`config.mk`:
```
export PLATFORM = sky130hd
export DESIGN_NAME = bar_field_gen_flat
export DESIGN_NICKNAME = d
export VERILOG_FILES = /design/src/rtl/bar_field_gen_if.sv /design/src/rtl/bar_field_gen.sv /design/src/flat_wrapper.sv
export SDC_FILE = /design/constraint.sdc
export NUM_CORES = 1
export LEC_CHECK = 0
export BUFFER_PORTS_ARGS = -buffer_cell sky130_fd_sc_hd__buf_4
export CAP_MARGIN = 10
export CELL_PAD_IN_SITES_DETAIL_PLACEMENT = 0
export CELL_PAD_IN_SITES_GLOBAL_PLACEMENT = 1
export CORE_MARGIN = 2
export CORE_UTILIZATION = 44
export CTS_CLUSTER_DIAMETER = 100
export DETAILED_ROUTE_END_ITERATION = 16
export PLACE_DENSITY = 0.86
export SETUP_SLACK_MARGIN = 0.5
export SLEW_MARGIN = 5
export SYNTH_ARGS = -nofsm -noshare
export SYNTH_HDL_FRONTEND = slang
export SYNTH_SLANG_ARGS = --single-unit
```
`constraint.sdc`:
```
create_clock -name clkenv -period 9.3 [get_ports clkenv]
set_clock_uncertainty 0.2 [all_clocks]
set_input_delay 1.86 -clock clkenv [delete_from_list [all_inputs] [get_ports clkenv]]
set_output_delay 1.86 -clock clkenv [all_outputs]
set_load 0.05 [all_outputs]
```
`src/rtl/bar_field_gen_if.sv`:
```
// rtl/bar_field_gen_if.sv - control inputs and snapshot outputs of the bar field generator
interface bar_field_gen_if #(
   parameter int NUM_BARS = 8,
   parameter int POS_W    = 10
);
   logic                      pause;
   logic                      step;
   logic                      mode;
   logic [9:0]                level;
   logic [NUM_BARS*POS_W-1:0] bar_pos;
   logic [NUM_BARS*POS_W-1:0] bar_op;
   logic                      busy;
   logic                      frame_done;
   logic                      level_chg;
   logic                      overrun;

   modport master (
      output pause, step, mode, level,
      input  bar_pos, bar_op, busy, frame_done, level_chg, overrun
   );

   modport slave (
      input  pause, step, mode, level,
      output bar_pos, bar_op, busy, frame_done, level_chg, overrun
   );
endinterface

```
`src/rtl/bar_field_gen.sv`:
```
// rtl/bar_field_gen.sv - scrolling obstacle-bar generator, one bar per clock,
// publishing a coherent position/opening snapshot after each sweep.
module bar_field_gen #(
   parameter int NUM_BARS  = 8,
   parameter int POS_W     = 10,
   parameter int SCREEN_H  = 480,
   parameter int OPEN_BASE = 60,
   parameter int OPEN_STEP = 20
) (
   input logic            clkenv,
   input logic            rst_n,
   bar_field_gen_if.slave bus
);
   localparam int IDX_W = (NUM_BARS > 1) ? $clog2(NUM_BARS) : 1;
   localparam int AW    = POS_W + 2;

   typedef enum logic [1:0] {S_IDLE, S_SWEEP, S_PUBLISH, S_LOAD} state_t;

   state_t                    state_q, state_d;
   logic [IDX_W-1:0]          idx_q;
   logic [9:0]                level_q;
   logic [POS_W-1:0]          pos_q [NUM_BARS];
   logic                      dir_q [NUM_BARS];
   logic [NUM_BARS*POS_W-1:0] out_pos_q;
   logic [NUM_BARS*POS_W-1:0] out_op_q;
   logic                      frame_done_q;
   logic                      level_chg_q;
   logic                      overrun_q;

   function automatic logic [1:0] group_of(input logic [9:0] lvl);
      return 2'(lvl + 10'd3);
   endfunction

   function automatic logic [POS_W-1:0] open_of(input logic [1:0] g);
      return POS_W'(OPEN_BASE + OPEN_STEP * int'(g));
   endfunction

   function automatic logic [POS_W-1:0] init_pos(input int i);
      return (i % 2 == 0) ? POS_W'(SCREEN_H / 2) : POS_W'(SCREEN_H / 4);
   endfunction

   logic                 lvl_mismatch;
   logic [1:0]           grp_q;
   logic [POS_W-1:0]     open_cur;
   logic [POS_W-1:0]     open_new;
   int                   mag;
   logic signed [AW-1:0] speed;
   logic signed [AW-1:0] next_pos;
   logic signed [AW-1:0] max_top;
   logic [POS_W-1:0]     upd_pos;
   logic                 upd_flip;

   // LOAD itself never re-triggers; a further change is seen once level_q catches up.
   assign lvl_mismatch = (bus.level != level_q) && (state_q != S_LOAD);
   assign grp_q        = group_of(level_q);
   assign open_cur     = open_of(grp_q);
   assign open_new     = open_of(group_of(bus.level));

   always_comb begin
      mag      = 5 * (int'(grp_q) + 1) + 5 * (int'(idx_q) % 3);
      speed    = (idx_q[0] ^ dir_q[idx_q]) ? -AW'(mag) : AW'(mag);
      next_pos = $signed({2'b00, pos_q[idx_q]}) + speed;
      max_top  = AW'(SCREEN_H) - AW'(open_cur);
      upd_pos  = next_pos[POS_W-1:0];
      upd_flip = 1'b0;
      if (next_pos[AW-1]) begin
         upd_pos  = bus.mode ? '0 : max_top[POS_W-1:0];
         upd_flip = bus.mode;
      end else if (next_pos > max_top) begin
         upd_pos  = bus.mode ? max_top[POS_W-1:0] : '0;
         upd_flip = bus.mode;
      end
   end

   always_comb begin
      state_d = state_q;
      case (state_q)
         S_IDLE:    if (bus.step && !bus.pause) state_d = S_SWEEP;
         S_SWEEP:   if (idx_q == IDX_W'(NUM_BARS - 1)) state_d = S_PUBLISH;
         S_PUBLISH: state_d = S_IDLE;
         S_LOAD:    state_d = S_IDLE;
         default:   state_d = S_IDLE;
      endcase
      if (lvl_mismatch) state_d = S_LOAD;
   end

   always_ff @(posedge clkenv or negedge rst_n) begin
      if (!rst_n) begin
         state_q      <= S_IDLE;
         idx_q        <= '0;
         level_q      <= 10'd1;
         frame_done_q <= 1'b0;
         level_chg_q  <= 1'b0;
         overrun_q    <= 1'b0;
         for (int i = 0; i < NUM_BARS; i++) begin
            pos_q[i]                      <= init_pos(i);
            dir_q[i]                      <= 1'b0;
            out_pos_q[i*POS_W +: POS_W]   <= init_pos(i);
            out_op_q[i*POS_W +: POS_W]    <= POS_W'(OPEN_BASE);
         end
      end else begin
         state_q      <= state_d;
         frame_done_q <= (state_q == S_PUBLISH) && !lvl_mismatch;
         level_chg_q  <= (state_q == S_LOAD);
         overrun_q    <= bus.step && !lvl_mismatch && (state_q != S_IDLE);
         case (state_q)
            S_IDLE: idx_q <= '0;
            S_SWEEP: begin
               if (!lvl_mismatch) begin
                  pos_q[idx_q] <= upd_pos;
                  dir_q[idx_q] <= dir_q[idx_q] ^ upd_flip;
                  idx_q        <= idx_q + IDX_W'(1);
               end
            end
            S_PUBLISH: begin
               if (!lvl_mismatch) begin
                  for (int i = 0; i < NUM_BARS; i++) begin
                     out_pos_q[i*POS_W +: POS_W] <= pos_q[i];
                     out_op_q[i*POS_W +: POS_W]  <= open_cur;
                  end
               end
            end
            S_LOAD: begin
               level_q <= bus.level;
               idx_q   <= '0;
               for (int i = 0; i < NUM_BARS; i++) begin
                  pos_q[i]                    <= init_pos(i);
                  dir_q[i]                    <= 1'b0;
                  out_pos_q[i*POS_W +: POS_W] <= init_pos(i);
                  out_op_q[i*POS_W +: POS_W]  <= open_new;
               end
            end
            default: idx_q <= '0;
         endcase
      end
   end

   assign bus.bar_pos    = out_pos_q;
   assign bus.bar_op     = out_op_q;
   assign bus.busy       = (state_q == S_SWEEP) || (state_q == S_PUBLISH);
   assign bus.frame_done = frame_done_q;
   assign bus.level_chg  = level_chg_q;
   assign bus.overrun    = overrun_q;
endmodule

```
`src/flat_wrapper.sv`:
```
// flat-port wrapper written by rule: the top's interface ports become plain ports
module bar_field_gen_flat 
#(
   parameter int NUM_BARS  = 8,
   parameter int POS_W     = 10,
   parameter int SCREEN_H  = 480,
   parameter int OPEN_BASE = 60,
   parameter int OPEN_STEP = 20
)
  (clkenv, rst_n, bus_pause, bus_step, bus_mode, bus_level, bus_bar_pos, bus_bar_op, bus_busy, bus_frame_done, bus_level_chg, bus_overrun);
  bar_field_gen_if #(.NUM_BARS(NUM_BARS), .POS_W(POS_W)) bus_i ();
  input logic clkenv;
  input logic rst_n;
  input wire logic [$bits(bus_i.pause)-1:0] bus_pause;
  input wire logic [$bits(bus_i.step)-1:0] bus_step;
  input wire logic [$bits(bus_i.mode)-1:0] bus_mode;
  input wire logic [$bits(bus_i.level)-1:0] bus_level;
  output wire logic [$bits(bus_i.bar_pos)-1:0] bus_bar_pos;
  output wire logic [$bits(bus_i.bar_op)-1:0] bus_bar_op;
  output wire logic [$bits(bus_i.busy)-1:0] bus_busy;
  output wire logic [$bits(bus_i.frame_done)-1:0] bus_frame_done;
  output wire logic [$bits(bus_i.level_chg)-1:0] bus_level_chg;
  output wire logic [$bits(bus_i.overrun)-1:0] bus_overrun;
  assign bus_i.pause = bus_pause;
  assign bus_i.step = bus_step;
  assign bus_i.mode = bus_mode;
  assign bus_i.level = bus_level;
  assign bus_bar_pos = bus_i.bar_pos;
  assign bus_bar_op = bus_i.bar_op;
  assign bus_busy = bus_i.busy;
  assign bus_frame_done = bus_i.frame_done;
  assign bus_level_chg = bus_i.level_chg;
  assign bus_overrun = bus_i.overrun;
  bar_field_gen #(.NUM_BARS(NUM_BARS), .POS_W(POS_W), .SCREEN_H(SCREEN_H), .OPEN_BASE(OPEN_BASE), .OPEN_STEP(OPEN_STEP)) u_core (.clkenv(clkenv), .rst_n(rst_n), .bus(bus_i));
endmodule
```
==> results.md <==
- Starting Density: between 40 and 50%
- Synth area leader: dfrtp_1
- Vias per cell: approximately 5.5
- Synth Register Bits: roughly 190
- Asr flop ratio synth: 100%
- Tightest Hold Check Type: flip-flop to flip-flop
- Top Ports: about 180
- Share of layout cells above drive strength 1: between 20% and 30%
- Syn-to-layout area delta: 14.0%
- Mean Syn Cell Area: about 9.6 um^2
- Sw Ratio: between 30% and 40%
- Largest net degree at the start of global routing: 89
- Die W: ~160 um
- Total gr overflow: 0
- Post-route setup slack: 1.07 ns
- Hold slack: 0.291 ns
- Post-layout min period: a little over 8 ns
- Gate power share: between 10% and 20%
- Total Power: approximately 1.9 mW
- Max_cap viols: 0
- Power Dens Cells: roughly 150 mW/mm^2
- TritonCTS clock tree: done
- GRT Util Overall: between 20% and 30%
- Critical Path AT: 8.38 ns
- CP max stage delay: 0.60 ns
- Max Clk Rate: between 0.1 and 0.15 GHz
- Most frequent cells in the layout: nand2_1 (222), buf_4 (150), dfrtp_1 (122)
- Top-area cell type share of the netlist area: 26.9%
- DRT Pass-1 Iters: 5
- Clock-pin slew on the worst setup and hold paths: approximately 0.080 ns
- Number of global-route vias before repair: between 8000 and 9000
- Initial antenna violation count: 0
- Commonest non-fill, non-tap cell in the layout: nand2_1
- H-Tree Level Count: 4
- Placement Rows: 58
- Worst Path Max Fanout: 8
- Final instance area: roughly 0.013 mm^2
- Fin. Hold Viols: 0
- Switch Pwr: 0.568 mW
- Slew @ Worst Pin: between 0.9 and 1 ns
- RSZ-0062 raised after global routing: true
- Final nets: about 1400
- Final core utilization: between 50% and 60%
- Int Pwr: 1.32 mW
- Post-synth EDFFs: 0
- Clock buffer depth: 2
- Synth area leaders: dfrtp_1 (27%), dfstp_2 (16%), ha_1 (7.5%)
- Skew-Pair Late Insertion Delay: between 0.4 and 0.5 ns
- Drt drc: 0
- Antenna viol nets, final: 0
- Max_slew headroom: between 30% and 40%
- Routed wire length: 30.0 mm
- Ys Warns: 0
- Sequential area share after synthesis: a little over two fifths
- Register Area: slightly below 0.005 mm^2
- Pleak: ~6.0 nW
- Share of power burned in registers: approximately 45%
- Starting DRC count in detailed routing: 807
- Startpoint Class: flip-flop
- Peak VDD IR: ~0.00014 V
- Post-Route Setup TNS: 0 ns
- DIE AREA: roughly 0.027 mm^2
- Synth unique cells: 87
- Clock Power Share: approximately two fifths
- Placed Cells: between 1500 and 2000
- Top_reg_cell synth: dfrtp_1
- Cells after synthesis: about 1200
- Core Region: ~0.025 mm^2
- Root Driver: clkbuf_16
- Outcome: complete, no violations
- Filler cell count: about 2300
- CTS Buf Count: 17
- Area of the multi-input gates: approximately 0.0058 mm^2
- Final Max Tran Viols: 0
- Vias: 8839
- Ant diodes: 0
- Dpl ws: between 1 and 1.5 ns
- Die Ht: 165 um
- Most frequent CP cell: ha_1
- First-pass GRT wire length: approximately 48 mm
- Dpl cell area: 0.0123 mm^2
- TritonCTS Sinks: about 190
- Synth Cell Area: ~0.011 mm^2
- Routed wire per std cell: about 19 um
- Port bufs: between 100 and 150
- Worst endpoint required time: ~9.4 ns
- Final period util: about nine tenths
- Setup Viol. Count Final: 0
- DP HPWL: about 22 mm
- Slowest cell on crit path: fa_1
- Gpl congestion: 0.930
- Final Non-Filler Cells: ~1600
- Critical Path Sink Type: flip-flop
- Crit path kind: flip-flop to flip-flop
final timing paths:
| check | start | end | slack, ns | cells after the start |
|---|---|---|---|---|
| setup / recovery | u_core.idx_q[2]$_DFFE_PN0P_ | u_core.pos_q[46]$_DFFE_PN1P_ | 1.07 | 32 |
| hold / removal | u_core.bus.bar_pos[53]$_DFFE_PN1P_ | u_core.bus.bar_pos[53]$_DFFE_PN1P_ | 0.29 | 2 |
| setup reg to reg | u_core.idx_q[2]$_DFFE_PN0P_ | u_core.pos_q[46]$_DFFE_PN1P_ | 1.07 | 32 |
| hold reg to reg | u_core.bus.bar_pos[53]$_DFFE_PN1P_ | u_core.bus.bar_pos[53]$_DFFE_PN1P_ | 0.29 | 2 |
| max in group asynchronous | rst_n | u_core.pos_q[72]$_DFFE_PN0P_ | 5.66 | 3 |
| min in group asynchronous | rst_n | u_core.bus.bar_pos[30]$_DFFE_PN0P_ | 1.26 | 1 |
power groups by stage:
stage          registers, mW  logic [mW]  clock network, mW
2_1_floorplan          0.864       0.231                  0
6_report               0.844       0.296              0.746
3_3_place_gp           0.858       0.290                  0
5_1_grt                0.844       0.321              0.790
3_5_place_dp           0.858       0.289                  0
4_1_cts                0.844       0.290              0.755
synth_stat cells, types with 3 or more instances:
| cell | n |
|---|---|
| and3_1 | 5 |
| nand2_1 | 223 |
| a211oi_2 | 4 |
| o21ai_1 | 24 |
| o22ai_1 | 4 |
| and2_1 | 16 |
| a21o_1 | 10 |
| dfrtp_1 | 122 |
| a21oi_1 | 116 |
| clkbuf_1 | 41 |
| or3_1 | 3 |
| a22o_1 | 19 |
| o21a_1 | 3 |
| xor2_1 | 11 |
| inv_1 | 37 |
| and3b_1 | 3 |
| buf_2 | 3 |
| dfstp_2 | 69 |
| buf_1 | 8 |
| a31oi_1 | 3 |
| nor4_1 | 3 |
| nor2_1 | 70 |
| nor2b_1 | 9 |
| a211oi_1 | 7 |
| buf_4 | 75 |
| nor3_1 | 5 |
| mux2i_1 | 9 |
| xnor2_1 | 23 |
| nand3b_1 | 34 |
| fa_1 | 7 |
| ha_1 | 68 |
| a221oi_1 | 6 |
| a21boi_0 | 3 |
| o21ai_0 | 29 |
| a22oi_1 | 6 |
| mux4_2 | 8 |
| nand3_1 | 11 |
| mux2_2 | 19 |
| nand4_1 | 6 |
cells by family after synthesis:
logic type / synth area share [%]
simple gates: 16.9
compound gates: 16.2
flops: 42.9
buf+inv: 8.04
fa+ha+maj: 8.74
mux: 4.49
xor+xnor: 2.63
other cells: 0.0662
area by class of cell:
| class | instances | area share (%) |
|---|---|---|
| multi-input combinational | 872 | 44.7 |
| tap | 330 | 3.19 |
| clock buffer | 19 | 3.51 |
| timing repair buffer | 151 | 8.79 |
| inverter | 37 | 1.07 |
| sequential | 191 | 37.6 |
| clock inverter | 13 | 1.07 |
layer usage:
metal	track usage [%]	wire (um)	vias up	part of all wire, %
met1	32.2	13600	4369	45
li1	-	-	4139	-
met5	0	0	-	0
met3	3.09	1560	49	5.2
met2	36.6	14200	282	47
met4	7.31	680	0	2.3
flip-flops by register name, summed over array words and instances (netlist names):
signal                 count
u_core.level_q            10
u_core.dir_q               8
u_core.idx_q               3
u_core.bus.overrun         1
u_core.bus.level_chg       1
u_core.state_q             2
u_core.bus.bar_op          5
u_core.bus.frame_done      1
u_core.bus.bar_pos        80
u_core.pos_q              80
critical path: cells and delay by family (launching register included):
family / cells / cell delay (ns)
adder cells (fa/ha/maj): 10 / 3.43
AO/OA/AOI/OAI: 9 / 1.97
AND/OR/NAND/NOR: 8 / 1.52
XOR/XNOR: 2 / 0.46
flip-flops: 1 / 0.39
buffers and inverters: 3 / 0.18
timing repair:
action,4_1_cts,5_1_grt
hold buffers,0,0
endpoints found under the hold margin,0,0
setup buffers,0,1
resized for setup,0,4
endpoints found under the setup margin,0,40
No activity file was read; power rests on OpenSTA's default activity.
